==> src/rtl/reaction_timer_pkg.sv <==
// rtl/reaction_timer_pkg.sv - shared types and constants for the reaction timer
package reaction_timer_pkg;

    localparam int RT_W = 8;
    localparam logic [RT_W-1:0] RT_MAX = 8'hFF;

    typedef enum logic [1:0] {
        IDLE,
        RUN,
        DONE
    } rt_state_e;

endpackage

==> src/rtl/spi_tx_master.sv <==
// rtl/spi_tx_master.sv - mode 0 SPI master sending one byte per start, MSB first
module spi_tx_master #(
    parameter int SPI_DIV = 4
) (
    input  logic       clk,
    input  logic       rst,
    input  logic       start_i,
    input  logic [7:0] data_i,
    input  logic       miso_i,
    output logic       sclk_o,
    output logic       mosi_o,
    output logic       cs_n_o,
    output logic [7:0] rx_o,
    output logic       busy_o
);

    localparam int DIV_W = (SPI_DIV > 1) ? $clog2(SPI_DIV) : 1;

    logic [DIV_W-1:0] div_q, div_d;
    logic [3:0]       falls_q, falls_d;
    logic [7:0]       shift_q, shift_d;
    logic [7:0]       rx_q, rx_d;
    logic             sclk_q, sclk_d;
    logic             mosi_q, mosi_d;
    logic             cs_n_q, cs_n_d;
    logic             busy_q, busy_d;
    logic             ending_q, ending_d;

    always_comb begin
        div_d    = div_q;
        falls_d  = falls_q;
        shift_d  = shift_q;
        rx_d     = rx_q;
        sclk_d   = sclk_q;
        mosi_d   = mosi_q;
        cs_n_d   = cs_n_q;
        busy_d   = busy_q;
        ending_d = ending_q;
        if (!busy_q) begin
            if (start_i) begin
                busy_d  = 1'b1;
                cs_n_d  = 1'b0;
                shift_d = data_i;
                mosi_d  = data_i[7];
                div_d   = '0;
                falls_d = '0;
                sclk_d  = 1'b0;
            end
        end else if (ending_q) begin
            // One extra cycle after the last falling edge before releasing the bus
            busy_d   = 1'b0;
            cs_n_d   = 1'b1;
            mosi_d   = 1'b0;
            ending_d = 1'b0;
        end else if (div_q == DIV_W'(SPI_DIV - 1)) begin
            div_d  = '0;
            sclk_d = ~sclk_q;
            if (!sclk_q) begin
                rx_d = {rx_q[6:0], miso_i};
            end else begin
                shift_d = {shift_q[6:0], 1'b0};
                mosi_d  = shift_q[6];
                falls_d = falls_q + 4'd1;
                if (falls_q == 4'd7) ending_d = 1'b1;
            end
        end else begin
            div_d = div_q + 1'b1;
        end
    end

    always_ff @(posedge clk or posedge rst) begin
        if (rst) begin
            div_q    <= '0;
            falls_q  <= '0;
            shift_q  <= '0;
            rx_q     <= '0;
            sclk_q   <= 1'b0;
            mosi_q   <= 1'b0;
            cs_n_q   <= 1'b1;
            busy_q   <= 1'b0;
            ending_q <= 1'b0;
        end else begin
            div_q    <= div_d;
            falls_q  <= falls_d;
            shift_q  <= shift_d;
            rx_q     <= rx_d;
            sclk_q   <= sclk_d;
            mosi_q   <= mosi_d;
            cs_n_q   <= cs_n_d;
            busy_q   <= busy_d;
            ending_q <= ending_d;
        end
    end

    assign sclk_o = sclk_q;
    assign mosi_o = mosi_q;
    assign cs_n_o = cs_n_q;
    assign rx_o   = rx_q;
    assign busy_o = busy_q;

endmodule

==> src/rtl/reaction_timer_core.sv <==
// rtl/reaction_timer_core.sv - reaction time measurement with SPI result streaming
module reaction_timer_core
    import reaction_timer_pkg::*;
#(
    parameter int TICK_DIV = 10000,
    parameter int SPI_DIV  = 4
) (
    input  logic            clk,
    input  logic            rst,
    input  logic            button,
    input  logic            led_on,
    output logic [RT_W-1:0] time_out,
    output logic            result_valid,
    output logic            spi_clk,
    output logic            spi_mosi,
    input  logic            spi_miso,
    output logic            spi_cs,
    output logic [7:0]      spi_rx,
    output logic            spi_busy
);

    localparam int PS_W = (TICK_DIV > 1) ? $clog2(TICK_DIV) : 1;

    logic [1:0]      btn_sync_q, led_sync_q;
    logic            btn_prev_q, led_prev_q;
    rt_state_e       state_q, state_d;
    logic [PS_W-1:0] presc_q, presc_d;
    logic [RT_W-1:0] cnt_q, cnt_d;
    logic [RT_W-1:0] time_q, time_d;
    logic            rv_q, rv_d;
    logic            spi_start;
    logic            btn_s, led_s, btn_rise, led_rise, led_fall, tick;

    always_ff @(posedge clk or posedge rst) begin
        if (rst) begin
            btn_sync_q <= '0;
            led_sync_q <= '0;
            btn_prev_q <= 1'b0;
            led_prev_q <= 1'b0;
        end else begin
            btn_sync_q <= {btn_sync_q[0], button};
            led_sync_q <= {led_sync_q[0], led_on};
            btn_prev_q <= btn_sync_q[1];
            led_prev_q <= led_sync_q[1];
        end
    end

    assign btn_s    = btn_sync_q[1];
    assign led_s    = led_sync_q[1];
    assign btn_rise = btn_s & ~btn_prev_q;
    assign led_rise = led_s & ~led_prev_q;
    assign led_fall = ~led_s & led_prev_q;
    assign tick     = (presc_q == PS_W'(TICK_DIV - 1));

    always_comb begin
        state_d   = state_q;
        presc_d   = presc_q;
        cnt_d     = cnt_q;
        time_d    = time_q;
        rv_d      = 1'b0;
        spi_start = 1'b0;
        case (state_q)
            IDLE: begin
                if (led_rise) begin
                    if (btn_s) begin
                        state_d   = DONE;
                        time_d    = RT_MAX;
                        rv_d      = 1'b1;
                        spi_start = 1'b1;
                    end else begin
                        state_d = RUN;
                        presc_d = '0;
                        cnt_d   = '0;
                    end
                end
            end
            RUN: begin
                presc_d = tick ? '0 : presc_q + 1'b1;
                if (tick && cnt_q != RT_MAX) cnt_d = cnt_q + 8'd1;
                // A press reports the count as it stood before this cycle's tick
                if (btn_rise) begin
                    state_d   = DONE;
                    time_d    = cnt_q;
                    rv_d      = 1'b1;
                    spi_start = 1'b1;
                end else if (cnt_q == RT_MAX) begin
                    state_d   = DONE;
                    time_d    = RT_MAX;
                    rv_d      = 1'b1;
                    spi_start = 1'b1;
                end else if (led_fall) begin
                    state_d = IDLE;
                end
            end
            DONE: begin
                if (!led_s) state_d = IDLE;
            end
            default: state_d = IDLE;
        endcase
    end

    always_ff @(posedge clk or posedge rst) begin
        if (rst) begin
            state_q <= IDLE;
            presc_q <= '0;
            cnt_q   <= '0;
            time_q  <= '0;
            rv_q    <= 1'b0;
        end else begin
            state_q <= state_d;
            presc_q <= presc_d;
            cnt_q   <= cnt_d;
            time_q  <= time_d;
            rv_q    <= rv_d;
        end
    end

    spi_tx_master #(.SPI_DIV(SPI_DIV)) u_spi (
        .clk    (clk),
        .rst    (rst),
        .start_i(spi_start),
        .data_i (time_d),
        .miso_i (spi_miso),
        .sclk_o (spi_clk),
        .mosi_o (spi_mosi),
        .cs_n_o (spi_cs),
        .rx_o   (spi_rx),
        .busy_o (spi_busy)
    );

    assign time_out     = time_q;
    assign result_valid = rv_q;

endmodule

==> config.mk <==
export PLATFORM = sky130hd
export DESIGN_NAME = reaction_timer_core
export DESIGN_NICKNAME = d
export VERILOG_FILES = /design/src/rtl/reaction_timer_pkg.sv /design/src/rtl/spi_tx_master.sv /design/src/rtl/reaction_timer_core.sv
export SDC_FILE = /design/constraint.sdc
export NUM_CORES = 1
export LEC_CHECK = 0
export BUFFER_PORTS_ARGS = -buffer_cell sky130_fd_sc_hd__buf_2
export CORE_UTILIZATION = 45
export CTS_BUF_LIST = sky130_fd_sc_hd__clkbuf_4
export DETAILED_ROUTE_END_ITERATION = 12
export MAX_ROUTING_LAYER = met4
export PLACE_DENSITY = 0.62
export SLEW_MARGIN = 30
export SYNTH_ARGS = -nofsm -noshare
export SYNTH_HDL_FRONTEND = slang
export SYNTH_SLANG_ARGS = --single-unit
==> constraint.sdc <==
create_clock -name clk -period 4.2 [get_ports clk]
set_input_delay 0.21 -clock clk [delete_from_list [all_inputs] [get_ports clk]]
set_output_delay 0.21 -clock clk [all_outputs]
set_load 0.01 [all_outputs]
Word level (Yosys, flattened, before mapping)
Cells that the tools add are included.
W data, S select, Z words.

storage, ports and cells
  output and inout port bits = 21
  logic and storage cells = 118
  register bits = 65
  input bits = 5

cells by class
  $add $sub $neg = 4
  bitwise logic cells = 8
  multiplexer cells = 57
  reductions and logical operators = 13
  equality and inequality tests = 18

operators by type and width
  operator                 number
  $mux W8                  7
  $mux W14                 3
  $mux W7                  5
  $pmux W8 S2              2
  $pmux W14 S2             1
  $mux W1                  22
  $mux W2                  10
  $mux W4                  5
  $add A14 B1 Y14 const B  1
  $eq A14 B14 Y1 const B   1
  $ne A2 B2 Y1 const B     7
  $reduce_and A3 Y1        4
  $reduce_and A4 Y1        3
  $add A8 B1 Y8 const B    1
  $eq A8 B8 Y1 const B     1
  $ne A8 B8 Y1 const B     1
  $pmux W2 S3              1
  $not A1 Y1               5
  $add A4 B1 Y4 const B    1
  $eq A2 B2 Y1 const B     2
  $eq A4 B3 Y1 const B     1
  $ne A4 B4 Y1 const B     1
  $reduce_and A2 Y1        2
  $reduce_bool A2 Y1       2
  other kinds (9)          11

Longest topological paths before layout
Gate-level depths: netlist of the first run.

  depth in word-level cells = 6
  gate-level depth with buffers = 7
  mapped depth without buffers = 7

Cells and area by module
Synthesis of the first run repeated with hierarchy kept, for this count alone.

second synthesis, totals
  cells, all modules = 279
  area, all modules = 3083.0 um2

by module, submodules not included
  module               area an instance (um2)  instances  cells each  sequential area each (um2)
  reaction_timer_core  1818.0                  1          173         975.9
  spi_tx_master        1265.0                  1          106         651.9

Least setup slack after synthesis of the first run
OpenSTA, ideal clock, no wires.

  kind = register to register
  start = register cnt_q[0]
  end = register u_spi.shift_q[6]
  data arrival time = 1.545 ns
  buffers on the path = 0
  period minus slack after synthesis = 1.667 ns
  cell stages (with the launch flop) = 8
  setup time = 0.123 ns
  setup slack = 2.533 ns
  data required time = 4.077 ns
  path through = dfrtp_1 -> ha_1 -> nand3_1 -> nor3_2 -> nor2_4 -> clkinv_4 -> o22a_1 -> o221a_1

on the way
  word-level cells in the longest chain between the ends = 6
  elaborated cells between the ends (all ways) = 11
  those cells by class = eq/ne: 1; mux: 8; reduce/logical: 2

RTL lines
  what                          line                        text
  start, declared               reaction_timer_core.sv:28   logic [RT_W-1:0] cnt_q, cnt_d;
  start signal, assigned        reaction_timer_core.sv:112  cnt_q <= cnt_d;
  $eq A8 B8 Y1                  reaction_timer_core.sv:86   end else if (cnt_q == RT_MAX) begin
  $mux W1 (2 in a row)          --
  $pmux W1 S2                   --
  net rv_d                      reaction_timer_core.sv:30   logic rv_q, rv_d;
  $reduce_bool A2 Y1 (no line)  --
  $reduce_and A4 Y1 (no line)   --
  end signal, assigned          spi_tx_master.sv:85         shift_q <= shift_d;
  end, declared                 spi_tx_master.sv:21         logic [7:0] shift_q, shift_d;

The timed path passes the listed nets, and every way through them passes these cells. The select of a mux whose other input is x is not followed.
A chain may end at the register's enable or synchronous reset.

Worst setup path in the final report of the first run
  start = register u_spi.busy_q (netlist: u_spi.busy_o)
  end = register u_spi.falls_q[3]

on the way
  word-level cells in the longest chain between the ends = 2
  elaborated cells between the ends (all ways) = 6
  those cells by class = eq/ne: 3; mux: 1; reduce/logical: 2

RTL lines
  what                                            line                 text
  start, declared                                 spi_tx_master.sv:26  logic busy_q, busy_d;
  start signal, assigned                          spi_tx_master.sv:90  busy_q <= busy_d;
  $ne A2 B1 Y1 (no line) (tied with other cells)  --
  $reduce_and A4 Y1 (no line)                     --
  end signal, assigned                            spi_tx_master.sv:84  falls_q <= falls_d;
  end, declared                                   spi_tx_master.sv:20  logic [3:0] falls_q, falls_d;

Several ways; a longest one is shown, not always the timed one.

==> impl_metrics.ini, run 1 <==
[run_status]
outcome = finished, final reports clean

[placement]
gp_congestion = 0.855
dp_slack_ps = 2010
hpwl_mm = 4.21
postPlaceCellArea_sq_mm = 0.00325
port_buffers = 25

[die]
initial_utilization_pct = 47.5
dieArea_sq_mm = 0.00716
ioPinCount = 26
rows = 29
fp.coreArea_sq_mm = 0.00646
die_height_microns = 84.6
die_w_microns = 84.6

[setup_path]
worstReg2RegStart = u_spi.busy_o
critPathKind = flop to flop
required_ps = 4490
worstPathArrival_ps = 2480
ff2ff_path_depth = 5
worstPathMaxFanout = 21
rr_endpoint = u_spi.falls_q[3]
endpoint_kind = flop
reg2reg_slack_ps = 2010
critPathLaunchType = flop

[route]
avgViaCountPerCell = 5.70
wl_per_cell_microns = 14.7
drtPass1Iterations = 6
drt-total-wl_mm = 6.15
drt_iter0_markers = 100
vias = 2378
drtAntennaViolNets = 0
drc = 0

[cts]
htreeDepth = 3
cts_root_buf = clkbuf_4
clkLatencyLatePin_ps = 400
cts.sinks = 65
post_cts_buffers = 0
cts-buffers-inserted = 9
clk_pin_slew_ps = 100
cts_tree = done
clockBufferDepth = 2

[timing]
grt_setup_unrepaired = false
max_freq_ghz = 0.456
fin_crit_sh_pct = 52.2
timing.final.ws_setup_ps = 2010
clock_skew_ps = 10.8
worst_pin_slew_ps = 683
setup_tns_ps = 0
period_needed_ps = 2190
slew_headroom_pct = 54.1
hold_ws_ps = 46.1
timing_hold_violations_final = 0
slew_violations = 0
setup-violations-final = 0

[worst_hold_path]
min-delay-start = spi_miso
hold_depth = 2
min_path_type = primary input to flop
hold_end = u_spi.rx_o[0]

[logic_synthesis]
synth_nets = 314
yosysTopAreaCellShare_pct = 52.2
syn_area_per_cell_sq_um = 10.1
yosys.cell_count.top_type = dfrtp_1
synth_seq_cells = 65
yosysTopAreaCell = dfrtp_1
synthDistinctLibCells = 51
mappedNetlistArea_sq_mm = 0.00307
synth_edf_count = 0
syn_inst = 305
synthFlopType = dfrtp_1
ys_warn_count = 0
ys_top_cells_by_count = dfrtp_1 (64), nor2_1 (40), o21ai_0 (33), nand2_1 (27)
async_reset_ff_share_pct = 100
seq_area_frac_synth_pct = 53.0
synth_area_leaders = dfrtp_1 (52%), o21ai_0 (5.4%), nor2_1 (4.9%)

[cells_and_area]
diodes = 0
areaGrowthSynthToFinish_pct = 10.1
fillCellCount = 611
drive_above_1_share_pct = 18.2
design_area_sq_mm = 0.00338
final_nets = 345

[global_route]
overflow = 0
grt_max_degree = 37
track_usage_pct = 19.8
gr-usage-met2_pct = 28.5
antenna_found_initial = 0
grt_pass1_vias = 2250
grt_use_met3_pct = 3.93
met1_usage_pct = 26.5
busiest_layer = met2
grt_first_pass_wirelength_mm = 10.6

[pwr]
p_per_area_mw_per_mm2 = 495
vdd_drop_max_mv = 0.303
p_leak_nw = 1.56

[job]
maxCapViolCount = 0
stage by stage:
step | cells | util [%] | total power (W)
after detailed placement | 399 | 50.4 | 0.00136
final | 417 | 52.4 | 0.00167
after floorplan | 305 | - | 0.00120
after global placement | 399 | 50.4 | 0.00134
after CTS | 417 | 52.4 | 0.00170
after global routing | 417 | 52.4 | 0.00179
registers in the layout (all words and copies together) (netlist names):
name	flops
u_spi.mosi_o	1
u_spi.shift_q	7
u_spi.sclk_o	1
btn_prev_q	1
u_spi.falls_q	4
btn_sync_q	2
u_spi.busy_o	1
u_spi.ending_q	1
led_sync_q	2
presc_q	14
u_spi.cs_n_o	1
led_prev_q	1
result_valid	1
time_out	8
u_spi.rx_o	8
state_q	2
u_spi.div_q	2
cnt_q	8
how the worst max path moves through the flow:
stage	start	to	slack, ps	cells after the start
2_1_floorplan	rst	btn_prev_q	2370	1
3_3_place_gp	u_spi.busy_o	u_spi.falls_q[3]	2060	5
3_5_place_dp	u_spi.busy_o	u_spi.falls_q[3]	2010	5
4_1_cts	u_spi.busy_o	u_spi.falls_q[3]	2020	5
5_1_grt	u_spi.busy_o	u_spi.falls_q[3]	1750	5
6_report	u_spi.busy_o	u_spi.falls_q[3]	2010	5
kinds of logic after synthesis:
group,Yosys count,share of synthesized area [%]
fa+ha+maj,4,1.63
mux,10,3.63
buf+inv,21,3.26
compound gates,84,18.2
simple gates,116,18.8
flops,65,53.0
xor+xnor,5,1.43
per-layer routing:
metal | wire length, microns | vias to the layer above
li1 | - | 1170
met1 | 3000 | 1137
met2 | 2760 | 57
met3 | 220 | 14
met4 | 176 | 0
met5 | 0 | -
where the power goes:
| group | internal, W | leakage (nW) | switching, W | total [W] |
|---|---|---|---|---|
| Combinational | 0.000225 | 0.673 | 0.000267 | 0.000492 |
| Sequential | 0.000751 | 0.836 | 0.0000965 | 0.000847 |
| Clock | 0.000118 | 0.0548 | 0.000216 | 0.000335 |
| Total | 0.00109 | 1.56 | 0.000580 | 0.00167 |
timing repair:
item	CTS	global route
hold endpoints to repair	31	0
hold buffers	3	0
gates resized for setup	0	0
setup endpoints to repair	0	0
area by class of cell:
type / instances / area (sq um) / share of cell area [%]
Multi-Input combinational cell: 219 / 1340 / 39.7
Tap cell: 77 / 96.3 / 2.85
Inverter: 11 / 46.3 / 1.37
Clock inverter: 5 / 23.8 / 0.703
Clock buffer: 10 / 75.1 / 2.22
Sequential cell: 65 / 1630 / 48.1
Timing Repair Buffer: 30 / 170 / 5.03
placed cells by master (no fill, tap or decap), types with 5 or more instances in the layout:
cell type and instances:
a21oi_1 10, and3_1 5, buf_2 25, clkbuf_4 10, dfrtp_1 64, inv_1 9, mux2_2 9, nand2_1 27
nand2b_1 6, nand3_1 6, nand4_1 7, nor2_1 40, nor3_1 6, o21ai_0 33, o221a_1 6, o22a_1 6
worst max-delay path, stage by stage, from the launching register on:
cell and delay, ps:
dfrtp_1 720, nand2b_1 230, nor2_1 570, nand4_1 230
a221oi_1 270, a21oi_1 70
Note: power is estimated with default switching activity, not from simulation.
==> run 2, diff against run 1 <==
- PLACE_DENSITY: 0.62 -> 0.64
- clock period: 4.2 -> 2 ns (I/O delays scaled with it)
==> impl_metrics.ini, run 2 (synthesized netlist as in run 1, its figures left out) <==
[run_status]
outcome = finished, final reports clean

[setup_path]
worstReg2RegStart = presc_q[0]
crit_path_start = presc_q[0]
worstPathMaxFanout = 11
crit_chain = ha_1 > and3_1 > and4_1 > buf_4 > a21oi_1 > o21ai_1 > o41ai_1
required_ps = 2300
critPathLaunchType = flop
ff2ff_path_depth = 7
critPathKind = flop to flop
endpoint = cnt_q[6]
reg2reg_slack_ps = 140
endpoint_kind = flop
worstPathArrival_ps = 2170
cp_slowest_stage_delay_ps = 420
rr_endpoint = cnt_q[6]
cp_slowest_cell = dfrtp_1

[pwr]
comb_power_share_pct = 28.5
switching_share_pct = 32.8
vdd_drop_max_mv = 0.737
p_leak_nw = 1.66
clkPwrFrac_pct = 25.7
p_per_area_mw_per_mm2 = 1080
p_int_w = 0.00260
p_switching_w = 0.00127
p_seq_share_pct = 45.7

[route]
drc = 0
drt-total-wl_mm = 6.45
avgViaCountPerCell = 5.52
vias = 2386
drtAntennaViolNets = 0
wl_per_cell_microns = 14.9
drtPass1Iterations = 6
drt_iter0_markers = 126

[timing]
clock_skew_ps = 14.7
timing.final.ws_setup_ps = 136
fin_crit_sh_pct = 93.2
max_freq_ghz = 0.537
slew_headroom_pct = 65.3
period_needed_ps = 1860
slew_violations = 0
timing_hold_violations_final = 0
hold_ws_ps = 263
worst_pin_slew_ps = 520
setup_tns_ps = 0
grt_setup_unrepaired = false
setup-violations-final = 0

[cts]
htreeDepth = 3
cts_tree = done
clk_pin_slew_ps = 110
clockBufferDepth = 2
cts.sinks = 65
post_cts_buffers = 0
cts_root_buf = clkbuf_4
cts-buffers-inserted = 9
clkLatencyLatePin_ps = 410

[global_route]
grt_first_pass_wirelength_mm = 11.2
grt_max_degree = 43
grt_pass1_vias = 2284
overflow = 0
track_usage_pct = 20.6
antenna_found_initial = 0

[placement]
place_inst = 412
dp_slack_ps = 98.9
port_buffers = 25
hpwl_mm = 4.40
gp_congestion = 0.893

[cells_and_area]
largest_register_ffs = 14
diodes = 0
mostFrequentLayoutCell = dfrtp_1
drive_above_1_share_pct = 23.4
final_nets = 359
top_register = presc_q
finalNonFillerCells = 432
layout_common_cells = dfrtp_1 (64), nor2_1 (40), o21ai_0 (33), nand2_1 (27), buf_2 (25)
areaGrowthSynthToFinish_pct = 16.6

[job]
maxCapViolCount = 0

[die]
dieArea_sq_mm = 0.00716
initial_utilization_pct = 47.5
die_height_microns = 84.6
ioPinCount = 26
rows = 29
die_w_microns = 84.6
fp.coreArea_sq_mm = 0.00646

[worst_hold_path]
min_path_type = primary input to async pin
run 2: changes by cell type in the layout (fill, tap and decap cells not counted), moves of 2 or more:
cell,before,now
buf_4,2,14
clkinv_1,3,0
bufinv_16,0,2
clkinv_2,1,3
run 2: power by group through the flow:
stage	sequential, W	combinational (W)	clock, W
2_1_floorplan	0.00184	0.000680	0
3_3_place_gp	0.00179	0.00108	0
3_5_place_dp	0.00180	0.00110	0
4_1_cts	0.00177	0.00111	0.00103
5_1_grt	0.00181	0.00124	0.00109
6_report	0.00177	0.00111	0.000997
run 2: final cells by class:
type | instances | area, sq um
clock buffer | 10 | 75.1
clock inverter | 6 | 82.6
fill | 586 | 2880
inverter | 11 | 46.3
multi-input combinational | 219 | 1360
sequential | 65 | 1630
tap | 77 | 96.3
timing repair buffer | 44 | 290
run 2: repair_timing:
action | 4_1_cts | 5_1_grt
hold buffers | 4 | 0
resized for setup | 0 | 4
hold endpoints to repair | 26 | 0
setup endpoints to repair | 0 | 9
run 2: worst min-delay path by stage:
stage	endpoint	cells past startpoint
after CTS	presc_q[3]	3
after detailed placement	presc_q[2]	2
final	led_prev_q	3
after global routing	led_prev_q	3
after floorplan	btn_sync_q[0]	0
after global placement	btn_sync_q[0]	2
run 2: metal layers:
metal	up-vias	track usage (%)	part of all wire, %	wire length (microns)
li1	1191	-	-	-
met1	1145	28.6	50	3250
met2	45	29.4	45	2910
met3	5	4.23	3.3	216
met4	0	8.78	1.1	69
met5	-	-	0	0
run 2: worst max-delay path: cells and delay by family (launching register included):
kind / cells / cell delay (ps)
buffers and inverters: 1 / 190
and+or+nand+nor: 2 / 450
AOI/OAI and AO/OA: 3 / 480
adders and majority gates: 1 / 230
DFF: 1 / 420
run 2: stage by stage:
stage	utilization, %	cell area (sq um)	total power, W
3_5_place_dp	52.1	3360	0.00290
3_3_place_gp	52.1	3360	0.00287
4_1_cts	55.1	3560	0.00391
5_1_grt	55.4	3580	0.00414
2_1_floorplan	-	3070	0.00252
6_report	55.4	3580	0.00388
==> run 3, diff against run 2 <==
- SYNTH_HIERARCHICAL: default -> 1
==> impl_metrics.ini, run 3 <==
[run_status]
outcome = finished, final reports clean

[timing]
timing_hold_violations_final = 0
slew_violations = 0
setup-violations-final = 0
fin_crit_sh_pct = 94.0
grt_setup_unrepaired = true
period_needed_ps = 1880
timing.final.ws_setup_ps = 120
slew_headroom_pct = 65.5
worst_pin_slew_ps = 518
clock_skew_ps = 17.1
max_freq_ghz = 0.532

[logic_synthesis]
yosysTopAreaCell = dfrtp_1
synthFlopType = dfrtp_1
synthDistinctLibCells = 50
yosys.cell_count.top_type = dfrtp_1
async_reset_ff_share_pct = 100
synth_area_leaders = dfrtp_1 (52%), mux2_2 (6.9%), o22a_1 (3.7%)
synth_edf_count = 0
mappedNetlistArea_sq_mm = 0.00308
syn_inst = 279
synth_seq_cells = 65
seq_area_frac_synth_pct = 52.8
ys_warn_count = 6
syn_area_per_cell_sq_um = 11.1
ys_top_cells_by_count = dfrtp_1 (64), nand2_1 (22), mux2_2 (19), o21ai_0 (17), nand3_1 (14)
yosysTopAreaCellShare_pct = 51.9
synth_nets = 289

[cts]
cts-buffers-inserted = 9
clockBufferDepth = 2
clkLatencyLatePin_ps = 410
clk_pin_slew_ps = 120
cts_root_buf = clkbuf_4
post_cts_buffers = 0
cts.sinks = 65
cts_tree = done
htreeDepth = 3
ctsResizeCount = 0

[pwr]
vdd_drop_max_mv = 0.764
totalPowerFinal_w = 0.00386
p_leak_nw = 1.62
p_per_area_mw_per_mm2 = 1070

[route]
avgViaCountPerCell = 5.66
drt_iter0_markers = 90
drtPass1Iterations = 4
drt-total-wl_mm = 6.20
vias = 2320
wl_per_cell_microns = 15.1
drc = 0
drtAntennaViolNets = 0

[placement]
dp_slack_ps = 113
place_inst = 390
port_buffers = 25
gp_congestion = 0.823
hpwl_mm = 4.33

[job]
maxCapViolCount = 0

[die]
die_height_microns = 84.8
die_w_microns = 84.8
ioPinCount = 26
rows = 29
fp.coreArea_sq_mm = 0.00649
initial_utilization_pct = 47.5
dieArea_sq_mm = 0.00719

[setup_path]
required_ps = 2310
crit_path_start = cnt_q[1]
worstPathMaxFanout = 9
critPathLaunchType = flop
critPathKind = flop to flop
endpoint_kind = flop
worstPathArrival_ps = 2190
worstReg2RegStart = cnt_q[1]

[global_route]
overflow = 0
grt_first_pass_wirelength_mm = 11.0
antenna_found_initial = 0
grt_pass1_vias = 2296
track_usage_pct = 20.4
grt_max_degree = 40

[cells_and_area]
drive_above_1_share_pct = 27.3
diodes = 0
final_core_util_pct = 55.4
top_register = presc_q
final_nets = 338
largest_register_ffs = 14
mostFrequentLayoutCell = dfrtp_1
finalNonFillerCells = 410
areaGrowthSynthToFinish_pct = 16.8
layout_common_cells = dfrtp_1 (64), buf_2 (25), nand2_1 (22), mux2_2 (19), buf_4 (19)

[worst_hold_path]
min_path_type = primary input to async pin
-- run 3: cell types whose count changed after synthesis, moves of 4 or more --
cell / change
nand3_1: +8
mux2i_1: +4
mux2_2: +10
nor4_1: +4
nand2_1: -5
o221a_1: -6
or3_1: +4
o21ai_0: -16
nor2_1: -27
o22a_1: +7
-- run 3: metrics by stage --
stage | hold WS, ps | cell area [sq um] | setup TNS [ps]
finish | 286 | 3600 | 0
global route | 285 | 3600 | -2.71
floorplan | 131 | 3120 | 0
global placement | 176 | 3420 | 0
detailed placement | 181 | 3420 | 0
CTS | 243 | 3600 | 0
-- run 3: final timing paths --
check	endpoint	slack (ps)	cells after the start
max reg2reg	u_spi/shift_q[3]	120	7
max	u_spi/shift_q[3]	120	7
max in group asynchronous	state_q[1]	1270	4
min reg2reg	btn_sync_q[1]	370	0
min in group clk	led_sync_q[0]	330	2
min	u_spi/rx_o[4]	290	4
-- run 3: logic make-up after synthesis --
kind of cell	synth area share, %
AND/OR/NAND/NOR	16.8
AO/OA/AOI/OAI	14.6
flip-flops	52.8
multiplexers	8.56
buffers and inverters	3.25
XOR/XNOR	1.99
adder cells (fa/ha/maj)	2.03
-- run 3: area by class of cell --
cell class	count	area, sq um
timing repair buffer	48	308
clock buffer	9	67.6
inverter	11	41.3
tap	77	96.3
sequential	65	1630
fill	568	2900
multi-input combinational	193	1380
clock inverter	7	76.3
-- run 3: repair_timing --
| action | 4_1_cts | 5_1_grt |
|---|---|---|
| hold endpoints to repair | 68 | 0 |
| hold buffers | 4 | 0 |
| setup endpoints to repair | 0 | 4 |
-- run 3: metal layers --
metal | vias to the layer above | wire [microns] | track usage, %
met2 | 38 | 2880 | 30.6
met3 | 7 | 205 | 6.49
met1 | 1139 | 3060 | 26.6
met4 | 0 | 57 | 6.16
met5 | - | 0 | -
li1 | 1136 | - | -
-- run 3: where the power goes --
part / internal (W) / leakage [nW] / switching (W)
registers: 0.00162 / 0.823 / 0.000263
logic: 0.000548 / 0.718 / 0.000525
clock network: 0.000392 / 0.0750 / 0.000515
-- run 3: worst max-delay path, stage by stage, from the launching register on --
cell and delay [ps]:
dfrtp_1 380, ha_2 210, nand3_2 90, o22a_1 210
o21ai_4 300, nand2b_4 120, nand2_4 130, mux2_2 350
